### src/rtl/tkeo_spike_detector_if.sv
// tkeo_spike_detector_if: energy stream in, threshold controls, and spike report out.
// master drives the stream and controls; slave is the detector.
interface tkeo_spike_detector_if #(
    parameter int unsigned IN_BITS = 29
);
    logic               in_valid;
    logic [IN_BITS-1:0] energy_in;
    logic [7:0]         thr_mult;
    logic [IN_BITS-1:0] thr_floor;
    logic               spike_valid;
    logic [IN_BITS-1:0] spike_peak;
    logic [7:0]         spike_width;
    logic [IN_BITS+3:0] threshold;
    logic               busy;

    modport master (
        output in_valid, energy_in, thr_mult, thr_floor,
        input  spike_valid, spike_peak, spike_width, threshold, busy
    );

    modport slave (
        input  in_valid, energy_in, thr_mult, thr_floor,
        output spike_valid, spike_peak, spike_width, threshold, busy
    );
endinterface

### src/rtl/tkeo_spike_detector.sv
// tkeo_spike_detector: EMA-baselined threshold detector on the TKEO energy stream.
// Each supra-threshold run is reported once (peak, width), then a refractory window follows.
// Build macro SPIKE_COUNT_EN adds cnt_clr / spike_count (saturating 16-bit event counter).
module tkeo_spike_detector #(
    parameter int unsigned IN_BITS     = 29,
    parameter int unsigned ALPHA_SH    = 4,
    parameter int unsigned WARMUP_LEN  = 16,
    parameter int unsigned REFRACT_LEN = 32,
    parameter int unsigned MAX_EVT_LEN = 64
) (
    input  logic clk,
    input  logic rst,
`ifdef SPIKE_COUNT_EN
    input  logic        cnt_clr,
    output logic [15:0] spike_count,
`endif
    tkeo_spike_detector_if.slave bus
);

    typedef enum logic [1:0] {WARMUP, ARMED, EVENT, REFRACT} state_t;

    state_t             state_q, state_d;
    logic [7:0]         cnt_q, cnt_d;
    logic [IN_BITS-1:0] baseline_q, baseline_d;
    logic [IN_BITS-1:0] peak_q, peak_d;
    logic [7:0]         width_q, width_d;
    logic               spike_valid_q, spike_valid_d;
    logic [IN_BITS-1:0] spike_peak_q, spike_peak_d;
    logic [7:0]         spike_width_q, spike_width_d;

    logic [IN_BITS+7:0]   prod;
    logic [IN_BITS+3:0]   scaled;
    logic [IN_BITS+3:0]   floor_ext;
    logic [IN_BITS+3:0]   thr;
    logic [IN_BITS+3:0]   energy_ext;
    logic                 hit;
    logic signed [IN_BITS:0] diff;
    logic [IN_BITS-1:0]   ema_next;

    // Threshold and EMA step derived from the registered baseline and current sample
    always_comb begin
        prod       = {8'b0, baseline_q} * {{IN_BITS{1'b0}}, bus.thr_mult};
        scaled     = (IN_BITS+4)'(prod >> 4);
        floor_ext  = {4'b0, bus.thr_floor};
        thr        = (scaled > floor_ext) ? scaled : floor_ext;
        energy_ext = {4'b0, bus.energy_in};
        hit        = energy_ext > thr;
        diff       = $signed({1'b0, bus.energy_in}) - $signed({1'b0, baseline_q});
        // The floored step keeps baseline+step between the old baseline and the sample,
        // so modular IN_BITS addition of the truncated step is exact.
        ema_next   = baseline_q + IN_BITS'(diff >>> ALPHA_SH);
    end

    // Next-state and datapath update; nothing advances unless a sample is presented
    always_comb begin
        state_d       = state_q;
        cnt_d         = cnt_q;
        baseline_d    = baseline_q;
        peak_d        = peak_q;
        width_d       = width_q;
        spike_valid_d = 1'b0;
        spike_peak_d  = spike_peak_q;
        spike_width_d = spike_width_q;
        if (bus.in_valid) begin
            unique case (state_q)
                WARMUP: begin
                    baseline_d = (cnt_q == '0) ? bus.energy_in : ema_next;
                    if (cnt_q == 8'(WARMUP_LEN - 1)) begin
                        cnt_d   = '0;
                        state_d = ARMED;
                    end else begin
                        cnt_d = cnt_q + 8'd1;
                    end
                end
                ARMED: begin
                    if (hit) begin
                        state_d = EVENT;
                        peak_d  = bus.energy_in;
                        width_d = 8'd1;
                    end else begin
                        baseline_d = ema_next;
                    end
                end
                EVENT: begin
                    if (hit && (width_q < 8'(MAX_EVT_LEN))) begin
                        width_d = width_q + 8'd1;
                        if (bus.energy_in > peak_q) peak_d = bus.energy_in;
                    end else begin
                        spike_valid_d = 1'b1;
                        spike_peak_d  = peak_q;
                        spike_width_d = width_q;
                        cnt_d         = '0;
                        state_d       = REFRACT;
                    end
                end
                REFRACT: begin
                    if (cnt_q == 8'(REFRACT_LEN - 1)) begin
                        cnt_d   = '0;
                        state_d = ARMED;
                    end else begin
                        cnt_d = cnt_q + 8'd1;
                    end
                end
                default: state_d = WARMUP;
            endcase
        end
    end

    // State and datapath registers, cleared asynchronously
    always_ff @(posedge clk or posedge rst) begin
        if (rst) begin
            state_q       <= WARMUP;
            cnt_q         <= '0;
            baseline_q    <= '0;
            peak_q        <= '0;
            width_q       <= '0;
            spike_valid_q <= 1'b0;
            spike_peak_q  <= '0;
            spike_width_q <= '0;
        end else begin
            state_q       <= state_d;
            cnt_q         <= cnt_d;
            baseline_q    <= baseline_d;
            peak_q        <= peak_d;
            width_q       <= width_d;
            spike_valid_q <= spike_valid_d;
            spike_peak_q  <= spike_peak_d;
            spike_width_q <= spike_width_d;
        end
    end

    assign bus.spike_valid = spike_valid_q;
    assign bus.spike_peak  = spike_peak_q;
    assign bus.spike_width = spike_width_q;
    assign bus.threshold   = thr;
    assign bus.busy        = (state_q == EVENT) || (state_q == REFRACT);

`ifdef SPIKE_COUNT_EN
    logic [15:0] count_q, count_d;

    // Saturating event count; a clear wins over a coincident pulse
    always_comb begin
        count_d = count_q;
        if (cnt_clr) begin
            count_d = '0;
        end else if (spike_valid_q && (count_q != '1)) begin
            count_d = count_q + 16'd1;
        end
    end

    // Event counter register
    always_ff @(posedge clk or posedge rst) begin
        if (rst) count_q <= '0;
        else     count_q <= count_d;
    end

    assign spike_count = count_q;
`endif

endmodule

### src/flat_wrapper.sv
// flat-port wrapper written by rule: the top's interface ports become plain ports
module tkeo_spike_detector_flat 
#(
    parameter int unsigned IN_BITS     = 29,
    parameter int unsigned ALPHA_SH    = 4,
    parameter int unsigned WARMUP_LEN  = 16,
    parameter int unsigned REFRACT_LEN = 32,
    parameter int unsigned MAX_EVT_LEN = 64
)
  (clk, rst, bus_in_valid, bus_energy_in, bus_thr_mult, bus_thr_floor, bus_spike_valid, bus_spike_peak, bus_spike_width, bus_threshold, bus_busy);
  tkeo_spike_detector_if #(.IN_BITS(IN_BITS)) bus_i ();
  input  logic clk;
  input  logic rst;
  input wire logic [$bits(bus_i.in_valid)-1:0] bus_in_valid;
  input wire logic [$bits(bus_i.energy_in)-1:0] bus_energy_in;
  input wire logic [$bits(bus_i.thr_mult)-1:0] bus_thr_mult;
  input wire logic [$bits(bus_i.thr_floor)-1:0] bus_thr_floor;
  output wire logic [$bits(bus_i.spike_valid)-1:0] bus_spike_valid;
  output wire logic [$bits(bus_i.spike_peak)-1:0] bus_spike_peak;
  output wire logic [$bits(bus_i.spike_width)-1:0] bus_spike_width;
  output wire logic [$bits(bus_i.threshold)-1:0] bus_threshold;
  output wire logic [$bits(bus_i.busy)-1:0] bus_busy;
  assign bus_i.in_valid = bus_in_valid;
  assign bus_i.energy_in = bus_energy_in;
  assign bus_i.thr_mult = bus_thr_mult;
  assign bus_i.thr_floor = bus_thr_floor;
  assign bus_spike_valid = bus_i.spike_valid;
  assign bus_spike_peak = bus_i.spike_peak;
  assign bus_spike_width = bus_i.spike_width;
  assign bus_threshold = bus_i.threshold;
  assign bus_busy = bus_i.busy;
  tkeo_spike_detector #(.IN_BITS(IN_BITS), .ALPHA_SH(ALPHA_SH), .WARMUP_LEN(WARMUP_LEN), .REFRACT_LEN(REFRACT_LEN), .MAX_EVT_LEN(MAX_EVT_LEN)) u_core (.clk(clk), .rst(rst), .bus(bus_i));
endmodule
### config.mk
export PLATFORM = sky130hd
export DESIGN_NAME = tkeo_spike_detector_flat
export DESIGN_NICKNAME = d
export VERILOG_FILES = /design/src/rtl/tkeo_spike_detector_if.sv /design/src/rtl/tkeo_spike_detector.sv /design/src/flat_wrapper.sv
export SDC_FILE = /design/constraint.sdc
export NUM_CORES = 1
export LEC_CHECK = 0
export ABC_CLOCK_PERIOD_IN_PS = 9500
export BUFFER_PORTS_ARGS = -buffer_cell sky130_fd_sc_hd__clkbuf_2
export CELL_PAD_IN_SITES_DETAIL_PLACEMENT = 2
export CELL_PAD_IN_SITES_GLOBAL_PLACEMENT = 2
export CORE_MARGIN = 2
export CORE_UTILIZATION = 35
export CTS_BUF_LIST = sky130_fd_sc_hd__clkbuf_16
export CTS_CLUSTER_DIAMETER = 200
export DETAILED_ROUTE_END_ITERATION = 7
export PLACE_DENSITY_LB_ADDON = 0.1
export SKIP_CTS_REPAIR_TIMING = 1
export SLEW_MARGIN = 20
export SYNTH_ARGS = -nofsm -noshare
export SYNTH_HDL_FRONTEND = slang
export SYNTH_SLANG_ARGS = --single-unit
### constraint.sdc
create_clock -name clk -period 9.5 [get_ports clk]
set_input_delay 1.425 -clock clk [delete_from_list [all_inputs] [get_ports clk]]
set_output_delay 1.425 -clock clk [all_outputs]
set_load 0.005 [all_outputs]
Yosys cells after proc, flatten, opt, wreduce, memory -nomap -nowiden --
Index checks and enable logic that the tools add are counted.
Storage, ports and cells: register bits after elaboration 114, logic and storage cells 66
Operators by class: reductions and logical operators 13, add/sub/neg operators 4, order comparisons 4, bitwise operators 1, multiply operators 1, equality and inequality tests 12, multiplexer cells 23
Operators with widths (number):
- $mux W29 | 5
- $pmux W29 S2 | 2
- $mux W8 | 5
- $mul A29 B8 Y37 | 1
- $gt A29 B33 Y1 | 1
- $gt A33 B29 Y1 | 1
- $mux W33 | 1
- $sub A29 B29 Y30 | 1
- $add A29 B29 Y29 | 1
- $gt A29 B29 Y1 | 1
- $pmux W8 S3 | 1
- $add A8 B1 Y8 const B | 2
- $pmux W8 S2 | 1
- $ne A2 B1 Y1 const B | 5
- $reduce_and A5 Y1 | 2
- $reduce_and A3 Y1 | 3
- $eq A8 B4 Y1 const B | 1
- $eq A8 B5 Y1 const B | 1
- $logic_not A8 Y1 | 1
- $lt A8 B7 Y1 const B | 1
- $mux W2 | 4
- $pmux W2 S4 | 1
- $eq A2 B2 Y1 const B | 2
- $ne A2 B2 Y1 const B | 2
- other kinds (9) | 12

Longest topological paths before layout --
Gate-level depths: netlist of run 1.
depth after elaboration 8, mapped depth 47, gate-level depth less buffers 42

Worst setup path before layout of run 1 --
No wires, ideal clock.
kind input-to-reg, start point input port bus_thr_mult[7], end point register u_core.state_q[1], cell stages on the path 45, data required time 9.372 ns, slack -1.083 ns, data arrival time 10.456 ns, setup time 0.128 ns, cells stage by stage clkbuf_1 > clkbuf_1 > nand2_1 > fa_1 > fa_1 > inv_1 > fa_1 > inv_1 > fa_1 > inv_1 > ha_1 > a21o_1 > a21o_1 > a32oi_1 > a21oi_1 > or2_2 > nand2_1 > nand2_1 > [... 9 more ...] > o21ai_0 > a2111o_1 > clkbuf_1 > buf_2 > nor2_1 > a21oi_1 > ha_1 > nand2_1 > o21ai_0 > nor3_1 > a21oi_1 > o21bai_1 > nor4_1 > or3_4 > or3_1 > and2_4 > a211oi_4 > mux2_1
On the way: longest elaborated chain between the ends 7, elaborated cells on any way between the ends 8, classes of those cells 1 x mul; 2 x order compare; 2 x eq/ne; 1 x mux; 2 x reduce/logical
Ends and longest elaborated chain:
- from (decl) | line flat_wrapper.sv:16 | input wire logic [$bits(bus_i.thr_mult)-1:0] bus_thr_mult;
- $mul A29 B8 Y37 (*) | line tkeo_spike_detector.sv:42 | prod = {8'b0, baseline_q} * {{IN_BITS{1'b0}}, bus.thr_mult};
- $gt A33 B29 Y1 | line tkeo_spike_detector.sv:45 | thr = (scaled > floor_ext) ? scaled : floor_ext;
- $mux W33 (*) | line tkeo_spike_detector.sv:45
- $gt A29 B33 Y1 (*) | line tkeo_spike_detector.sv:47 | hit = energy_ext > thr;
- $logic_and A1 B1 Y1 | line tkeo_spike_detector.sv:85 | if (hit && (width_q < 8'(MAX_EVT_LEN))) begin
- $ne A2 B2 Y1 (no source line)
- $reduce_and A5 Y1 (no source line) (*)
- to (signal assigned) | line tkeo_spike_detector.sv:121 | state_q <= state_d;
- to (decl) | line tkeo_spike_detector.sv:22 | state_t state_q, state_d;
Mark *: on every way between the ends. The rest lies on a longest branch, timed or not. A chain may end at the register's enable or synchronous reset.

Final worst setup path of run 1 --
start point input port bus_thr_mult[2], end point register u_core.baseline_q[28]
On the way: longest elaborated chain between the ends 6
Ends and longest elaborated chain:
- $mul A29 B8 Y37 (*) | line tkeo_spike_detector.sv:42
- $gt A33 B29 Y1 | line tkeo_spike_detector.sv:45
- $mux W33 (*) | line tkeo_spike_detector.sv:45
- $gt A29 B33 Y1 (*) | line tkeo_spike_detector.sv:47
- $ne A2 B2 Y1 (no source line) (*)
- $reduce_and A3 Y1 (no source line) (*)
- to (signal assigned) | line tkeo_spike_detector.sv:123 | baseline_q <= baseline_d;
- to (decl) | line tkeo_spike_detector.sv:24 | logic [IN_BITS-1:0] baseline_q, baseline_d;
Marks and branches as above.

==> results.yml, run 1 <==
clock_tree:
  cts_root_buf: "clkbuf_16"
  clock_sinks: 114
  cts_tree: "built"
  clock_latency_ns: 0.44
  clock_path_buffers: 2
  numCtsBuffers: 17
  path_clk_slew_ns: 0.07
  h-tree-depth: 4
place:
  port-buffer-count: 140
  place_area_um2: 21300
  gp_congestion: 0.875
  dpl.hpwl_um: 55200
  dp.cells: 3030
die:
  die_h_um: 228
  die_area_um2: 52100
  start_util: 0.353
  num_io_pins: 141
  core_um2: 49900
  die-width_um: 228
  rows: 82
run_status:
  status: "complete, but fails checks"
  violations: "negative setup slack"
synth:
  yosysUniqueCellTypes: 87
  synth_flop_cell: "dfrtp_1"
  synth_top_area_share: 0.185
  synth_edf_count: 0
  seq_area_frac_synth: 0.162
  synthArstFlopShare: 1.00
  syn_area_per_cell_um2: 8.73
  synth_cells: 2016
  yosys_warnings: 0
  synth_area_um2: 17600
  synth_top_area_cell: "fa_1"
  synthTopCellsByArea: "fa_1 (19%), dfrtp_1 (16%), ha_1 (15%)"
  syn_nets: 2453
  ys_seq_elements: 114
setup_path:
  cp-start-kind: "input pin"
  cp.arrival_ns: 10.83
  crit_path_top_delay_cell: "fa_1"
  slowest_delay_ns: 0.58
  worstSetupPathType: "in -> reg"
  cp.required_ns: 9.79
  end_kind: "flip-flop"
  crit_top_cell: "fa_1"
  cp_top_family: "compound AO/OA/AOI/OAI gates"
  cp.buffers_inverters: 11
  crit_fanout: 6
sta:
  worst_clock_skew_ns: 0.0107
  slew_viol_final: 0
  tightestPinTransition_ns: 0.803
  final-hold-violation-count: 0
  max_slew_margin: 0.464
  max_freq_mhz: 94.9
  setup_viol: 143
  setup_slack_ns: -1.04
  rsz0062_at_grt: "yes"
  fin_crit_ns: 10.54
  post-route-period-util: 1.11
drt:
  first_pass_iters: 4
  routedWlPerCell_um: 23.3
  drc: 0
  viasPerCell: 5.30
  drt-initial-drc-count: 651
  ant_nets: 0
  vias: 16600
  routed_wl_um: 72700
finish:
  area_growth_pct: 33.8
  post_layout_nonfiller_instances: 3124
  drive_above_1_share: 0.319
  finalInstanceArea_um2: 23600
  nets: 2875
global_route:
  antenna_found_initial: 1
  grt_usage: 0.258
  grt_pass1_wl_um: 106000
  grt_pass1_vias: 18700
  grt-ovfl-total: 0
  grt_max_degree: 61
flow_run:
  maxCapViolCount: 0
worst_hold_path:
  hold_path_class: "reg -> reg"
==> through the flow <==
step | util | TNS [ns] | worst slack, ns | hold WS (ns)
4_1_cts | 0.438 | -270.69 | -2.23 | 0.513
2_1_floorplan | - | -11.05 | -0.265 | 0.465
6_report | 0.473 | -117.09 | -1.04 | 0.507
3_3_place_gp | 0.427 | -281.42 | -2.29 | 0.491
5_1_grt | 0.473 | -159.03 | -1.34 | 0.535
3_5_place_dp | 0.427 | -322.81 | -2.62 | 0.499
==> sequential cells by signal, indices dropped and copies added (netlist names) <==
register                count
u_core.bus.spike_valid      1
u_core.bus.spike_width      8
u_core.width_q              8
u_core.baseline_q          29
u_core.bus.spike_peak      29
u_core.cnt_q                8
u_core.state_q              2
u_core.peak_q              29
==> final cells by class <==
type | instances | area [um2]
timing repair buffer | 478 | 3840
clock inverter | 15 | 156
clock buffer | 17 | 425
fill | 5353 | 26300
tap | 672 | 841
sequential | 114 | 2850
antenna | 1 | 2.50
inverter | 288 | 1080
multi-input combinational | 1539 | 14400
==> worst register-to-register path: cells and delay by family, from the launching register on <==
family                   cells  cell delay (ns)
buffers and inverters        9             1.08
adder cells (fa/ha/maj)      7             2.92
AND/OR/NAND/NOR             11             1.63
AO/OA/AOI/OAI               15             3.27
XOR/XNOR                     1             0.19
flip-flops                   1             0.60
multiplexers                 1             0.21
==> placed cells by master (no fill, tap or decap), types with 32 or more instances in the layout <==
cell	n
ha_1	190
mux2_4	32
and2_1	164
inv_1	283
xnor2_1	37
clkbuf_16	32
a21oi_1	89
fa_1	161
clkbuf_2	132
a21o_1	76
nor3_1	33
nand4_1	33
dfrtp_1	114
o21ai_0	42
nand2_1	116
mux2_2	38
buf_4	285
a21oi_2	43
nor2_1	96
==> kinds of logic (layout without fill, tap and decap cells) <==
kind of cell	Yosys count	count (layout)	synth area share
AO/OA/AOI/OAI	418	418	0.156
XOR/XNOR	66	66	0.0328
adder cells (fa/ha/maj)	368	368	0.331
buffers and inverters	363	798	0.0808
flip-flops	114	114	0.162
multiplexers	82	82	0.0576
other	0	1	0
AND/OR/NAND/NOR	605	605	0.180
==> layer usage <==
layer,global-route usage,routed length [um],share of wire
met1,0.311,30500,0.42
met2,0.486,38500,0.53
met3,0.0225,1460,0.020
met4,0.0709,2290,0.031
met5,0,0,0
==> synthesized netlist by cell type (all sizes together) (4+ instances only) <==
library cell / instances
inv: 288
ha: 205
and2: 171
fa: 163
a21oi: 138
nand2: 131
nor2: 119
dfrtp: 114
a21o: 78
mux2: 70
o21ai: 69
clkbuf: 56
xnor2: 43
nor3: 37
nand4: 34
a211oi: 32
nor2b: 26
xor2: 23
o21a: 22
buf: 19
nand3: 19
and3: 16
o21bai: 14
nand2b: 13
mux2i: 12
a31oi: 11
o211ai: 9
or3: 8
or2: 7
nor4: 6
nor3b: 5
a22o: 4
==> final timing paths <==
kind / start / end / slack (ns) / depth (start not counted)
hold / removal: u_core.bus.spike_peak[2] / u_core.bus.spike_peak[2] / 0.51 / 1
hold reg to reg: u_core.bus.spike_peak[2] / u_core.bus.spike_peak[2] / 0.51 / 1
setup reg to reg: u_core.baseline_q[3] / u_core.baseline_q[28] / -0.55 / 44
setup / recovery: bus_thr_mult[2] / u_core.baseline_q[28] / -1.04 / 46
min in group asynchronous: rst / u_core.peak_q[7] / 1.12 / 2
max in group asynchronous: rst / u_core.state_q[0] / 7.08 / 3
Power of run 1 is not shown: default switching activity piles up to over one toggle a cycle in this logic, so the estimate is an artifact.
==> run 2: changes to the inputs <==
Settings changed: PLACE_DENSITY from default to 0.8, PLACE_DENSITY_LB_ADDON 0.1 to default.
==> results.yml, run 2 (synthesis gave the netlist of run 1 again) <==
global_route:
  grt-ovfl-total: 0
  grt_pass1_wl_um: 130000
  grt_max_degree: 65
  antenna_found_initial: 1
  grt_usage: 0.327
  grt_pass1_vias: 21200
finish:
  nets: 2894
  drive_above_1_share: 0.333
  layout_commonest_cell: "buf_4"
  area_growth_pct: 35.9
  post_layout_nonfiller_instances: 3142
  diodes: 0
  final_cell_mix: "buf_4 (308), inv_1 (282), ha_1 (179)"
die:
  core_um2: 49900
  die_area_um2: 52100
  start_util: 0.353
  num_io_pins: 141
  die-width_um: 228
  die_h_um: 228
  rows: 82
setup_path:
  crit_path_top_delay_cell: "a211oi_1"
  r2r_cells: 43
  rrSetupSlack_ns: -2.47
  slowest_delay_ns: 1.11
  worstSetupPathType: "in -> reg"
  crit_top_cell: "buf_4"
  cp-start-kind: "input pin"
  crit_fanout: 11
  cp.arrival_ns: 12.73
  r2r_start: "u_core.baseline_q[7]"
  end_kind: "flip-flop"
  reg2reg_to: "u_core.baseline_q[11]"
  cp.required_ns: 9.77
clock_tree:
  cts_root_buf: "clkbuf_16"
  clock_latency_ns: 0.48
  clock_path_buffers: 2
  clock_sinks: 114
  h-tree-depth: 4
  cts_tree: "built"
  numCtsBuffers: 17
  path_clk_slew_ns: 0.06
worst_hold_path:
  hold_start: "u_core.bus.spike_peak[4]"
  hold_end: "u_core.bus.spike_peak[4]"
  hold_path_class: "reg -> reg"
  whs_path_depth: 1
drt:
  first_pass_iters: 5
  ant_nets: 0
  vias: 19700
  drt-initial-drc-count: 1438
  drc: 0
  routed_wl_um: 115000
  viasPerCell: 6.26
  routedWlPerCell_um: 36.5
sta:
  rsz0062_at_grt: "yes"
  post-route-period-util: 1.31
  max_slew_margin: 0.0376
  setup_slack_ns: -2.96
  tightestPinTransition_ns: 1.43
  final-hold-violation-count: 0
  fin_crit_ns: 12.46
  setup_viol: 143
  max_freq_mhz: 80.3
  slew_viol_final: 0
  worst_clock_skew_ns: 0.0197
place:
  dpl.hpwl_um: 64600
  gp_congestion: 0.880
  port-buffer-count: 140
  dp.cells: 3034
flow_run:
  maxCapViolCount: 0
run_status:
  violations: "negative setup slack"
  status: "complete, but fails checks"
## run 2: per-layer routing
layer	share of wire	track usage	wire [um]
met1	0.34	0.356	39100
met2	0.48	0.600	54500
met3	0.077	0.0454	8850
met4	0.11	0.195	12100
met5	0	0	0
## run 2: worst max path at each step
| stage | end | start | slack (ns) | cells after the start |
|---|---|---|---|---|
| floorplan | u_core.state_q[1] | bus_thr_mult[5] | -0.26 | 45 |
| global placement | u_core.cnt_q[2] | bus_thr_mult[4] | -2.30 | 42 |
| detailed placement | u_core.cnt_q[2] | bus_thr_mult[4] | -2.96 | 42 |
| CTS | u_core.cnt_q[2] | bus_thr_mult[4] | -2.75 | 42 |
| global route | u_core.baseline_q[11] | bus_thr_mult[4] | -3.05 | 43 |
| finish | u_core.baseline_q[11] | bus_thr_mult[5] | -2.96 | 40 |
## run 2: layout make-up
type                    count  area [um2]
repair buffers            497        3970
fillers                  5276       25900
flip-flops and latches    114        2850
clock buffers              17         425
inverters                 288        1080
clock inverters            15         119
well taps                 672         841
multi-input cells        1539       14600
## run 2: per-stage QoR
| step | utilization | instance area (um2) | hold slack [ns] | TNS, ns | setup WS (ns) |
|---|---|---|---|---|---|
| after global placement | 0.428 | 21300 | 0.491 | -272.26 | -2.30 |
| after floorplan | - | 18000 | 0.465 | -11.05 | -0.265 |
| after global routing | 0.480 | 23900 | 0.547 | -308.37 | -3.05 |
| final | 0.480 | 23900 | 0.514 | -295.84 | -2.96 |
| after CTS | 0.439 | 21900 | 0.516 | -331.24 | -2.75 |
| after detailed placement | 0.428 | 21300 | 0.496 | -351.12 | -2.96 |
## run 2: worst max-delay path: cells and delay by family
| family | cells | cell delay [ns] |
|---|---|---|
| simple gates | 7 | 2.00 |
| xor+xnor | 1 | 0.14 |
| fa+ha+maj | 7 | 3.28 |
| compound gates | 15 | 4.20 |
| buf+inv | 10 | 1.60 |
Power of run 2 is left out for the same reason.
==> run 3: changes to the inputs <==
==> constraint.sdc (replaced) <==
create_clock -name clk -period 9.5 [get_ports clk]
set_input_delay 1.9 -clock clk [delete_from_list [all_inputs] [get_ports clk]]
set_output_delay 1.9 -clock clk [all_outputs]
set_load 0.005 [all_outputs]
==> results.yml, run 3 (synthesis gave the netlist of run 1 again) <==
worst_hold_path:
  hold_start: "u_core.bus.spike_peak[6]"
  whs_path_depth: 1
  hold_path_class: "reg -> reg"
  hold_end: "u_core.bus.spike_peak[6]"
drt:
  highest_layer: "met5"
  routedWlPerCell_um: 39.0
  ant_nets: 0
  drc: 0
  met2WireLength_um: 56200
  viasPerCell: 6.38
  vias: 20100
  dr_wl_met3_um: 11600
  first_pass_iters: 5
  met1Wirelength_um: 40500
  routed_wl_um: 123000
  drt-initial-drc-count: 1763
setup_path:
  cp.buffers_inverters: 13
  worstSetupPathType: "in -> reg"
  r2r_cells: 40
  r2r_start: "u_core.baseline_q[21]"
  crit_fanout: 10
  cp_top_family: "adder cells"
  cp-start-kind: "input pin"
  rrSetupSlack_ns: -2.21
  cp.required_ns: 9.85
  cp.arrival_ns: 13.39
  end_kind: "flip-flop"
  crit_path_top_delay_cell: "fa_1"
  reg2reg_to: "u_core.peak_q[18]"
  slowest_delay_ns: 0.85
global_route:
  grt_pass1_wl_um: 139000
  grt_usage: 0.352
  grt-ovfl-total: 0
  grt_pass1_vias: 21800
  antenna_found_initial: 6
  grt_max_degree: 69
clock_tree:
  h-tree-depth: 4
  clock_latency_ns: 0.48
  clock_sinks: 114
  numCtsBuffers: 17
  clock_path_buffers: 2
  path_clk_slew_ns: 0.07
  cts_root_buf: "clkbuf_16"
  cts_tree: "built"
run_status:
  violations: "negative setup slack"
  status: "complete, but fails checks"
sta:
  max_slew_margin: 0.318
  slew_viol_final: 0
  fin_crit_ns: 13.04
  setup_slack_ns: -3.54
  post-route-period-util: 1.37
  setup_viol: 147
  final-hold-violation-count: 0
  max_freq_mhz: 76.7
  holdWs_ns: 0.519
  worst_clock_skew_ns: 0.0197
  tightestPinTransition_ns: 1.02
  rsz0062_at_grt: "yes"
place:
  dpl.hpwl_um: 64400
  post-place-ws_ns: -3.52
  gp_congestion: 0.912
  dp.cells: 3061
  port-buffer-count: 140
finish:
  area_growth_pct: 35.0
  drive_above_1_share: 0.329
  regArea_um2: 2850
  post_layout_nonfiller_instances: 3152
  nets: 2901
  multiInputGateArea_um2: 14400
  layout_commonest_cell: "buf_4"
  fillers: 5271
  final_cell_mix: "buf_4 (318), inv_1 (281), ha_1 (190)"
die:
  die_area_um2: 52100
  die-width_um: 228
  die_h_um: 228
  rows: 82
  core_um2: 49900
  start_util: 0.353
  num_io_pins: 141
flow_run:
  maxCapViolCount: 0
-- run 3: final cells by class --
class / count / area share
clock buffer: 17 / 0.0179
antenna: 3 / 0.000316
sequential: 114 / 0.120
tap: 672 / 0.0354
multi-input combinational: 1540 / 0.607
inverter: 288 / 0.0456
clock inverter: 15 / 0.00763
timing repair buffer: 503 / 0.166
-- run 3: metal layers --
metal  GRT usage  vias up
met1       0.370    10100
met2       0.635     1470
met4       0.242        4
met5           0        -
met3      0.0679      898
li1            -     7656
-- run 3: metrics by stage --
| stage | area [um2] | setup TNS (ns) | util |
|---|---|---|---|
| 6_report | 23800 | -470.05 | 0.477 |
| 5_1_grt | 23800 | -486.70 | 0.477 |
| 4_1_cts | 22200 | -435.75 | 0.445 |
| 3_5_place_dp | 21600 | -453.83 | 0.432 |
| 3_3_place_gp | 21600 | -376.08 | 0.432 |
| 2_1_floorplan | 18000 | -69.27 | - |
-- run 3: worst max-delay path by stage --
| stage | from | to | slack, ns | cells after the start |
|---|---|---|---|---|
| after floorplan | bus_thr_mult[5] | u_core.state_q[1] | -0.74 | 45 |
| after CTS | bus_thr_mult[7] | u_core.cnt_q[4] | -3.39 | 42 |
| after global routing | bus_thr_mult[3] | u_core.peak_q[18] | -3.62 | 43 |
| after global placement | bus_thr_mult[7] | u_core.peak_q[6] | -2.87 | 41 |
| after detailed placement | bus_thr_mult[7] | u_core.width_q[4] | -3.52 | 42 |
| final | bus_thr_mult[3] | u_core.peak_q[18] | -3.54 | 43 |
Power of run 3 is left out for the same reason.
